`config.mk`:
```
export PLATFORM = sky130hd
export DESIGN_NAME = arb_fifo
export DESIGN_NICKNAME = d
export VERILOG_FILES = /design/src/rtl/img_pkg.sv /design/src/rtl/arb_fifo_mem.sv /design/src/rtl/arb_fifo.sv
export SDC_FILE = /design/constraint.sdc
export NUM_CORES = 1
export LEC_CHECK = 0
export CORE_MARGIN = 4
export CORE_UTILIZATION = 50
export DETAILED_ROUTE_END_ITERATION = 12
export GPL_ROUTABILITY_DRIVEN = 1
export GPL_TIMING_DRIVEN = 0
export HOLD_SLACK_MARGIN = 0.08
export PLACE_DENSITY = 0.7
export SLEW_MARGIN = 20
export SYNTH_ARGS = -nofsm -noshare
export SYNTH_HDL_FRONTEND = slang
export SYNTH_SLANG_ARGS = --single-unit
```
`constraint.sdc`:
```
create_clock -name clk -period 5.7 [get_ports clk]
set_clock_uncertainty 0.05 [all_clocks]
set_input_delay 1.14 -clock clk [delete_from_list [all_inputs] [get_ports clk]]
set_output_delay 1.14 -clock clk [all_outputs]
set_load 0.1 [all_outputs]
```
`src/rtl/img_pkg.sv`:
```
// rtl/img_pkg.sv - shared pixel word types for the arbiter, buffer and processing core
package img_pkg;

    localparam int DW = 32;

    typedef enum logic [1:0] {
        IDLE = 2'd0,
        M1   = 2'd1,
        M2   = 2'd2,
        M3   = 2'd3
    } mode_t;

    typedef struct packed {
        logic [DW-1:0] data;
        mode_t         mode;
        logic [7:0]    proc_val;
        logic          src;
    } pix_entry_t;

endpackage

```
`src/rtl/arb_fifo_mem.sv`:
```
// rtl/arb_fifo_mem.sv - entry storage with synchronous write and asynchronous read
module arb_fifo_mem
    import img_pkg::*;
#(
    parameter int DEPTH = 16,
    parameter int AW    = $clog2(DEPTH)
) (
    input  logic          clk,
    input  logic          we,
    input  logic [AW-1:0] waddr,
    input  pix_entry_t    wdata,
    input  logic [AW-1:0] raddr,
    output pix_entry_t    rdata
);

    // Storage has no reset; validity is tracked entirely by the pointers and count.
    pix_entry_t mem [DEPTH];

    always_ff @(posedge clk) begin
        if (we) begin
            mem[waddr] <= wdata;
        end
    end

    assign rdata = mem[raddr];

endmodule

```
`src/rtl/arb_fifo.sv`:
```
// rtl/arb_fifo.sv - first-word-fall-through buffer between the arbiter and the processing core
module arb_fifo
    import img_pkg::*;
#(
    parameter int DW       = img_pkg::DW,
    parameter int DEPTH    = 16,
    parameter int AF_LEVEL = DEPTH - 2
) (
    input  logic                   clk,
    input  logic                   rst_n,
    input  logic                   wr_valid,
    input  logic [DW-1:0]          wr_data,
    input  logic [1:0]             wr_mode,
    input  logic [7:0]             wr_proc_val,
    input  logic                   wr_src,
    input  logic                   flush,
    output logic                   fifo_full,
    output logic                   almost_full,
    output logic [$clog2(DEPTH):0] count,
    output logic                   rd_valid,
    input  logic                   rd_ready,
    output logic [DW-1:0]          rd_data,
    output logic [1:0]             rd_mode,
    output logic [7:0]             rd_proc_val,
    output logic                   rd_src,
    output logic                   overflow
);

    localparam int AW = $clog2(DEPTH);
    localparam int CW = AW + 1;

    logic [AW-1:0] wr_ptr;
    logic [AW-1:0] rd_ptr;
    logic [CW-1:0] count_q;
    logic          overflow_q;
    logic          wr_attempt;
    logic          wr_fire;
    logic          rd_fire;
    pix_entry_t    wr_entry;
    pix_entry_t    head;

    // Fullness comes from the registered count, so a same-cycle pop never makes room.
    assign fifo_full   = (count_q == CW'(DEPTH));
    assign almost_full = (count_q >= CW'(AF_LEVEL));
    assign count       = count_q;
    assign rd_valid    = (count_q != '0);
    assign overflow    = overflow_q;

    assign wr_attempt = wr_valid && (wr_mode != 2'b00);
    assign wr_fire    = wr_attempt && !fifo_full && !flush;
    assign rd_fire    = rd_valid && rd_ready && !flush;

    assign wr_entry = '{data: wr_data, mode: mode_t'(wr_mode), proc_val: wr_proc_val, src: wr_src};

    arb_fifo_mem #(
        .DEPTH (DEPTH),
        .AW    (AW)
    ) u_mem (
        .clk   (clk),
        .we    (wr_fire),
        .waddr (wr_ptr),
        .wdata (wr_entry),
        .raddr (rd_ptr),
        .rdata (head)
    );

    always_ff @(posedge clk) begin
        if (!rst_n) begin
            wr_ptr     <= '0;
            rd_ptr     <= '0;
            count_q    <= '0;
            overflow_q <= 1'b0;
        end else begin
            if (wr_attempt && fifo_full) begin
                overflow_q <= 1'b1;
            end
            if (flush) begin
                wr_ptr  <= '0;
                rd_ptr  <= '0;
                count_q <= '0;
            end else begin
                if (wr_fire) begin
                    wr_ptr <= wr_ptr + AW'(1);
                end
                if (rd_fire) begin
                    rd_ptr <= rd_ptr + AW'(1);
                end
                case ({wr_fire, rd_fire})
                    2'b10:   count_q <= count_q + CW'(1);
                    2'b01:   count_q <= count_q - CW'(1);
                    default: count_q <= count_q;
                endcase
            end
        end
    end

    // Empty buffer presents zeros rather than stale storage contents.
    always_comb begin
        rd_data     = '0;
        rd_mode     = 2'b00;
        rd_proc_val = '0;
        rd_src      = 1'b0;
        if (rd_valid) begin
            rd_data     = head.data;
            rd_mode     = head.mode;
            rd_proc_val = head.proc_val;
            rd_src      = head.src;
        end
    end

endmodule

```
# == Yosys cells after proc, flatten, opt, wreduce, memory -nomap -nowiden ==
# Memories as Yosys holds them, arrays and structs flattened. A register that Yosys moved wholly into a read port is not among the register bits.
# Index checks and enable logic that the tools add are counted.
# word_totals
out_inout_bits,52
inputBits,48
reg_bits,14
elab_cells,35
n_memories,1
ramBits,688
# memory_table
name,words,width,rd,rd_ports_with_merged_regs,wr,line,text
u_mem.mem,16,43,1,1,1,arb_fifo_mem.sv:17,pix_entry_t mem [DEPTH];
# op_classes
n_mux,9
addsub,4
order_cmp,1
bitwise,1
n_reduce_logical,12
n_eq_ne,3
# op_table
cell,count
$mux 32,1
$pmux 5 s2,1
$add 4x1->4 const B,2
$mux 4,2
$mux 8,1
$logic_and 1x1->1,6
$add 5x1->5 const B,1
$eq 5x5->1 const B,1
$ge 5x4->1 const B,1
$reduce_bool 5->1,1
$sub 5x1->5 const B,1
$reduce_bool 2->1,2
$mux 1,3
$eq 2x1->1 const B,1
$eq 2x2->1 const B,1
$logic_not 1->1,2
$mux 2,1
$reduce_or 2->1,1
$not 1->1,1

# == Longest topological paths before layout ==
# Gate-level depths: netlist of the first run.
# depth
word_depth,6
depth_mapped,12
ltp_nobuf,10

# == Modules after synthesis ==
# From an unflattened synthesis of the first run, not the netlist that was laid out.
# hier_totals
hier_cells,1205
hier_area_um2,26845.7
# modules_own_cells
module,seq_area_each_um2,n_inst,cells_per_inst,area_each_um2
arb_fifo_mem,20659.8,1,1073,25778.5
arb_fifo,280.3,1,132,1067.3

# == Worst setup path before layout of the first run ==
# Ideal clock, no wire load.
# synth_path
path_type,reg2reg
from,"register count_q[1], in the netlist count[1]"
to,memory u_mem.mem[3][0] (netlist name) (enable)
t_required_ps,5154
path_buffers,1
setup_slack_ps,100
stages_incl_launch_ff,6
setup_ps,496
t_arrival_ps,5054
synth_period_minus_slack_ps,5600
cell_sequence,dfxtp_1 -> clkbuf_1 -> nor4_4 -> a211oi_2 -> nand2_1 -> nor3_1
# synth_between
elab_chain_len,6
# synth_rtl
element,line,text
"start, declared",arb_fifo.sv:34,logic [CW-1:0] count_q;
"start signal, assigned",arb_fifo.sv:89,2'b10: count_q <= count_q + CW'(1);
"start signal, assigned",arb_fifo.sv:90,2'b01: count_q <= count_q - CW'(1);
"start signal, assigned",arb_fifo.sv:91,default: count_q <= count_q;
$eq 5x5->1,arb_fifo.sv:43,assign fifo_full = (count_q == CW'(DEPTH));
$logic_not 1->1,arb_fifo.sv:50,assign wr_fire = wr_attempt && !fifo_full && !flush;
$logic_and 1x1->1 (2 in series),arb_fifo.sv:50,
$mux 1,arb_fifo_mem.sv:20,if (we) begin
$mux 1 (not written as such),arb_fifo_mem.sv:21,mem[waddr] <= wdata;
"end, declared",arb_fifo_mem.sv:17,
# No other way between the ends.

==> flow_summary_export.csv, run 1 <==
group,metric,value,unit
worst_setup_path,worstReg2RegStart,"count[1]",
layout,fin_nets,1408,
cts,cts_tree,"yes",
routing,first_pass_iters,5,
sta,fin_ws,106,ps
global_route,gr-usage-met2,0.348,
worst_setup_path,critPathMaxStageDelay,1020,ps
synthesis,yosys.area_share.adder,0.00323,
worst_setup_path,crit_chain,"buf_2 > buf_2 > buf_1 > mux4_2 > mux4_2 > nor2b_1 > clkdlybuf4s50_1",
routing,remaining_drc_errors,0,
die,fp-row-count,85,
sta,rsz0062_at_grt,"no",
routing,ant_nets,0,
placement,numPortBuffers,99,
cts,cts_setup_buffers,0,
layout,register_area,0.0210,mm2
routing,vias,12600,
pwr,p_clk_frac,0.406,
synthesis,async_reset_ff_frac,0,
die,initial_core_util,0.504,
worst_setup_path,cp.depth,7,
synthesis,syn_nets,1185,
placement,post-place-ws,538,ps
die,io_pins,100,
global_route,grt_antenna_before_repair,2,
cts,clkSinkCount,706,
layout,multi_input_comb_area,0.00583,mm2
synthesis,synthSimpleGateAreaFrac,0.0206,
global_route,use_met3,0.0357,
worst_setup_path,cp-endpoint,"rd_mode[1]",
synthesis,synth_xor_area_frac,0.00291,
sta,slew_viol_final,0,
synthesis,ys_ff_latch,706,
routing,routedWlPerCell,27.9,um
worst_setup_path,crit_buf_inv,4,
worst_setup_path,reg2reg_to,"u_mem.mem[3][18]",
sta,whs,424,ps
layout,area_growth,18.1,%
layout,finalInstanceArea,0.0320,mm2
sta,layout_worst_path_cycle_share,0.981,
cts,clk_latency,590,ps
layout,final_layout_size_suffix_gt1_frac,0.281,
global_route,grt-ovfl-total,0,
worst_setup_path,crit_slowest_cell,"clkdlybuf4s50_1",
sta,tightest_slew,1030,ps
pwr,switching_share,0.195,
worst_setup_path,cp-end-kind,"output pin",
status,outcome,"finished clean",
worst_setup_path,crit_family,"buffers and inverters",
sta,finalHoldViolations,0,
cts,clockBufferDepth,3,
cts,htreeDepth,3,
worst_setup_path,critPathLaunchType,"flop",
placement,place_congestion,0.746,
synthesis,synth-edff-count,688,
synthesis,synth_top_family_by_area,"multiplexers",
routing,via_per_inst,6.00,
pwr,seqPwrFrac,0.566,
worst_setup_path,required,4510,ps
global_route,grt_pass1_vias,13100,
job,cap_violations,0,
sta,timing.fmax,179,MHz
sta,min_period,5590,ps
global_route,grt_pass1_wl,86.8,mm
global_route,grtUsageTotal,0.208,
synthesis,yosysTopAreaCellShare,0.763,
die,dieArea,0.0579,mm2
placement,hpwl,38.0,mm
worst_setup_path,worstPathArrival,4400,ps
synthesis,synth_mux_area_frac,0.180,
pwr,power_leakage,0.00983,uW
die,core_area,0.0537,mm2
cts,cts-root-buf,"clkbuf_16",
die,fp.dieW,241,um
worst_hold_path,hp-class,"reg -> reg",
sta,setup_tns,0,ps
synthesis,avgSynthCellArea,24.0,um2
pwr,power_density,316,mW/mm2
worst_setup_path,crit_path_max_fanout,10,
synthesis,ys_seq_area_frac,0.776,
pwr,power_frac_comb,0.028,
cts,clkSlewWorstSetupHoldPaths,60,ps
sta,setup_viol,0,
global_route,busiest_layer,"met2",
synthesis,synthTopCellsByArea,"edfxtp_1 76%, mux4_2 18%, dfxtp_1 1.3%, nor2b_1 1.0%, nor2_1 0.42%",
pwr,internal_power,8120,uW
synthesis,yosysTopAreaCell,"edfxtp_1",
placement,place_area,0.0299,mm2
sta,slew-limit-headroom,0.314,
layout,finalCoreUtilization,0.595,
synthesis,synth_area,0.0271,mm2
routing,drt_iter0_markers,1536,
synthesis,synth_cell_types,35,
synthesis,yosysWarnings,0,
worst_setup_path,r2r_slack,2220,ps
global_route,met1_usage,0.290,
die,die_height,241,um
synthesis,synth_compound_area_frac,0.00462,
cts,numCtsBuffers,69,
layout,n_fill_cell,3635,
worst_setup_path,crit_type,"reg -> out",
routing,wirelength,58.4,mm
global_route,grt_max_degree,20,
synthesis,synth_flop_cell,"edfxtp_1",
worst_setup_path,ff2ff_path_depth,8,
pwr,max-vdd-ir-drop,0.184,mV
synthesis,syn_inst,1130,
pwr,p_sw,1970,uW
[power groups by stage]
stage / Clock, uW / Combinational, uW / Sequential [uW]
after global routing: 4420 / 297 / 5710
after detailed placement: 0 / 281 / 5820
after CTS: 4170 / 282 / 5710
final: 4100 / 280 / 5710
after global placement: 0 / 266 / 5830
after floorplan: 0 / 134 / 5830
[per-layer routing]
layer,vias to the layer above,part of all wire
met3,97,0.063
li1,5246,-
met1,6738,0.40
met2,491,0.51
met4,2,0.023
met5,-,0.00026
[kinds of logic (layout without fill, tap and decap cells)]
| family | after synthesis | after routing |
|---|---|---|
| AOI/OAI and AO/OA | 20 | 20 |
| xor gates and xnor gates | 9 | 9 |
| adders and majority gates | 7 | 7 |
| buffers and inverters | 67 | 334 |
| DFF | 706 | 706 |
| muxes | 218 | 218 |
| other | 0 | 1 |
| and+or+nand+nor | 103 | 103 |
[timing repair]
item                       in CTS  in global routing
setup endpoints to repair       0                  7
gates resized for setup         0                  9
hold buffers                    0                  0
[sequential cells by signal (all words and copies together) (netlist names), named ones only]
signal / cells
wr_ptr: 4
u_mem.mem: 688
count: 5
rd_ptr: 4
overflow: 1
[synth_stat cells (2+ instances only)]
library cell	instances
buf_2	13
nand2b_1	4
xnor2_1	2
dfxtp_1	18
nor2b_1	45
or3_1	2
mux4_2	215
mux2i_1	2
buf_1	14
edfxtp_1	688
o21ai_1	3
nor3_1	5
a21oi_1	9
nor2_1	30
xor2_1	7
clkbuf_1	25
nand4_1	2
buf_6	9
ha_1	7
nand2_1	10
inv_1	6
[worst reg2reg max path, stage by stage (launching register included)]
cell and delay [ps]:
dfxtp_1 330, clkbuf_1 340, nor4_4 130, a211oi_2 560, nand2_1 400, nor3_2 660
buf_4 320, buf_4 220, buf_4 190
[how the worst min path moves through the flow]
stage / start / endpoint / cells past startpoint
5_1_grt: overflow / overflow / 1
3_3_place_gp: overflow / overflow / 1
3_5_place_dp: overflow / overflow / 1
2_1_floorplan: rd_ptr[3] / flop / 2
6_report: overflow / overflow / 1
4_1_cts: overflow / overflow / 1
[cells in the final DEF, fill, tap and decap left out, types with 2 or more instances in the layout]
| master | instances |
|---|---|
| nor2_1 | 18 |
| nor2b_1 | 45 |
| buf_4 | 26 |
| dlymetal6s2s_1 | 7 |
| dfxtp_1 | 18 |
| ha_1 | 7 |
| mux2i_1 | 2 |
| clkinv_1 | 17 |
| mux4_2 | 215 |
| buf_12 | 6 |
| clkinv_2 | 7 |
| clkdlybuf4s50_1 | 92 |
| edfxtp_1 | 688 |
| nand2_1 | 10 |
| nand2b_1 | 4 |
| buf_16 | 21 |
| nor3_2 | 4 |
| buf_2 | 13 |
| nand4_1 | 2 |
| clkdlybuf4s15_1 | 2 |
| buf_1 | 9 |
| or3_1 | 2 |
| o21ai_1 | 3 |
| nor2_4 | 12 |
| buf_6 | 9 |
| inv_1 | 6 |
| clkbuf_1 | 42 |
| xor2_1 | 7 |
| xnor2_1 | 2 |
| clkbuf_16 | 71 |
| clkbuf_2 | 3 |
| a21oi_1 | 9 |
[cell type report]
class                      count  area share
clock buffer                  89      0.0580
inverter                       6    0.000704
antenna                        1   0.0000783
tap                          696      0.0272
multi-input combinational    357       0.182
timing repair buffer         152      0.0595
sequential                   706       0.657
buffer                        61      0.0103
clock inverter                26     0.00430
[metrics by stage]
stage | instances | power, uW
floorplan | 1130 | 5960
global placement | 1925 | 6090
detailed placement | 1978 | 6110
CTS | 2093 | 10200
global route | 2094 | 10400
finish | 2094 | 10100
No activity file was read; power rests on OpenSTA's default activity.
==> run 2, diff against run 1 <==
CTS_BUF_LIST = sky130_fd_sc_hd__clkbuf_4   (was default)
==> flow_summary_export.csv, run 2 (synthesized netlist as in run 1, its figures left out) <==
group,metric,value,unit
cts,cts-root-buf,"clkbuf_4",
global_route,grt_max_degree,20,
pwr,max-vdd-ir-drop,0.130,mV
global_route,grt_pass1_wl,88.6,mm
cts,htreeDepth,4,
layout,area_growth,18.5,%
routing,routedWlPerCell,25.9,um
worst_hold_path,hp-class,"reg -> reg",
layout,final_cell_mix,"688 x edfxtp_1, 242 x clkbuf_4, 215 x mux4_2",
worst_setup_path,cp-endpoint,"rd_data[10]",
layout,final_common_cell,"edfxtp_1",
cts,numCtsBuffers,171,
layout,top_register,"u_mem.mem",
worst_setup_path,crit_type,"reg -> out",
cts,cts_tree,"yes",
worst_setup_path,cp-end-kind,"output pin",
placement,numPortBuffers,99,
worst_setup_path,required,4510,ps
sta,tightest_slew,1050,ps
cts,clockBufferDepth,3,
routing,via_per_inst,5.74,
pwr,power_density,313,mW/mm2
sta,slew-limit-headroom,0.297,
job,cap_violations,0,
routing,drt_iter0_markers,1392,
cts,hold_buffers,0,
cts,clkSlewWorstSetupHoldPaths,60,ps
layout,fin_nets,1510,
layout,register_area,0.0210,mm2
layout,final_layout_size_suffix_gt1_frac,0.364,
routing,ant_nets,0,
die,io_pins,100,
die,fp.dieW,241,um
routing,remaining_drc_errors,0,
worst_setup_path,reg2reg_to,"u_mem.mem[3][19]",
layout,multi_input_comb_area,0.00583,mm2
global_route,grt_pass1_vias,14100,
global_route,grt-ovfl-total,0,
cts,clk_latency,980,ps
layout,largest_reg_flops,688,
worst_setup_path,ff2ff_path_depth,8,
routing,first_pass_iters,5,
layout,finalCoreUtilization,0.597,
placement,place_area,0.0299,mm2
die,core_area,0.0537,mm2
sta,setup_viol,0,
worst_setup_path,r2r_slack,2230,ps
worst_setup_path,crit_path_max_fanout,10,
die,initial_core_util,0.504,
sta,finalHoldViolations,0,
layout,n_fill_cell,3725,
routing,vias,13100,
sta,slew_viol_final,0,
status,outcome,"finished clean",
placement,place_congestion,0.746,
placement,hpwl,38.0,mm
global_route,grtUsageTotal,0.213,
sta,timing.fmax,183,MHz
worst_setup_path,worstReg2RegStart,"count[1]",
cts,clkSinkCount,706,
sta,min_period,5460,ps
global_route,grt_antenna_before_repair,5,
pwr,power_leakage,0.0102,uW
die,die_height,241,um
cts,cts_setup_buffers,0,
die,dieArea,0.0579,mm2
worst_setup_path,critPathLaunchType,"flop",
sta,rsz0062_at_grt,"yes",
routing,wirelength,59.3,mm
layout,finalInstanceArea,0.0321,mm2
worst_setup_path,worstPathArrival,4270,ps
sta,layout_worst_path_cycle_share,0.957,
die,fp-row-count,85,
-- run 2: cell types whose count changed in the layout (fill, tap and decap cells not counted), sizes merged, moves of 3 or more --
cell	previous run	this run
dlymetal6s2s	7	1
diode	1	8
clkinv	24	46
bufinv	1	4
inv	7	11
dlygate4sd2	0	40
clkbuf	117	272
clkdlybuf4s50	92	55
-- run 2: final cells by class --
type                    count  area share
diodes                      8    0.000624
plain buffers              61      0.0105
clock buffers             242      0.0566
clock inverters            57      0.0104
inverters                   6    0.000702
multi-input cells         357       0.182
flip-flops and latches    706       0.655
well taps                 696      0.0271
repair buffers            152      0.0572
-- run 2: how the worst min path moves through the flow --
stage                     depth (start not counted)       from  slack (ps)       end
final                                             1   overflow         430  overflow
after global routing                              1   overflow         450  overflow
after CTS                                         1   overflow         430  overflow
after detailed placement                          1   overflow         410  overflow
after global placement                            1   overflow         410  overflow
after floorplan                                   2  rd_ptr[3]         420      flop
-- run 2: report_power, final --
part	total (uW)	internal, uW	switching, uW
Clock	4050	2130	1920
Combinational	274	84.9	189
Sequential	5710	5710	4.80
-- run 2: per-layer routing --
metal	part of all wire	up-vias	routed length, um	global-route usage
met2	0.52	466	30600	0.350
met3	0.066	81	3900	0.0599
met4	0.017	2	1040	0.0661
met1	0.40	6959	23800	0.284
met5	0.00022	-	13	0
li1	-	5603	-	-
-- run 2: repair_timing --
item / 4_1_cts / 5_1_grt
hold endpoints to repair: 0 / 0
setup endpoints to repair: 43 / 3
resized for setup: 54 / 4
-- run 2: critical path: stages, from the launching register on --
cell and delay, ps:
dfxtp_1 310, buf_2 310, buf_2 330, buf_1 610
mux4_2 340, mux4_2 220, nor2b_1 270, dlygate4sd2_1 900
-- run 2: per-stage QoR --
step                power [uW]  hold WS [ps]  instances  setup TNS [ps]  setup slack [ps]
floorplan                 5960           422       1130               0              99.6
global placement          6090           406       1925        -1802840             -4310
detailed placement        6110           412       1978               0               538
CTS                      10100           431       2277               0              30.0
global route             10500           451       2281           -4.32             -4.32
finish                   10000           427       2285               0               243
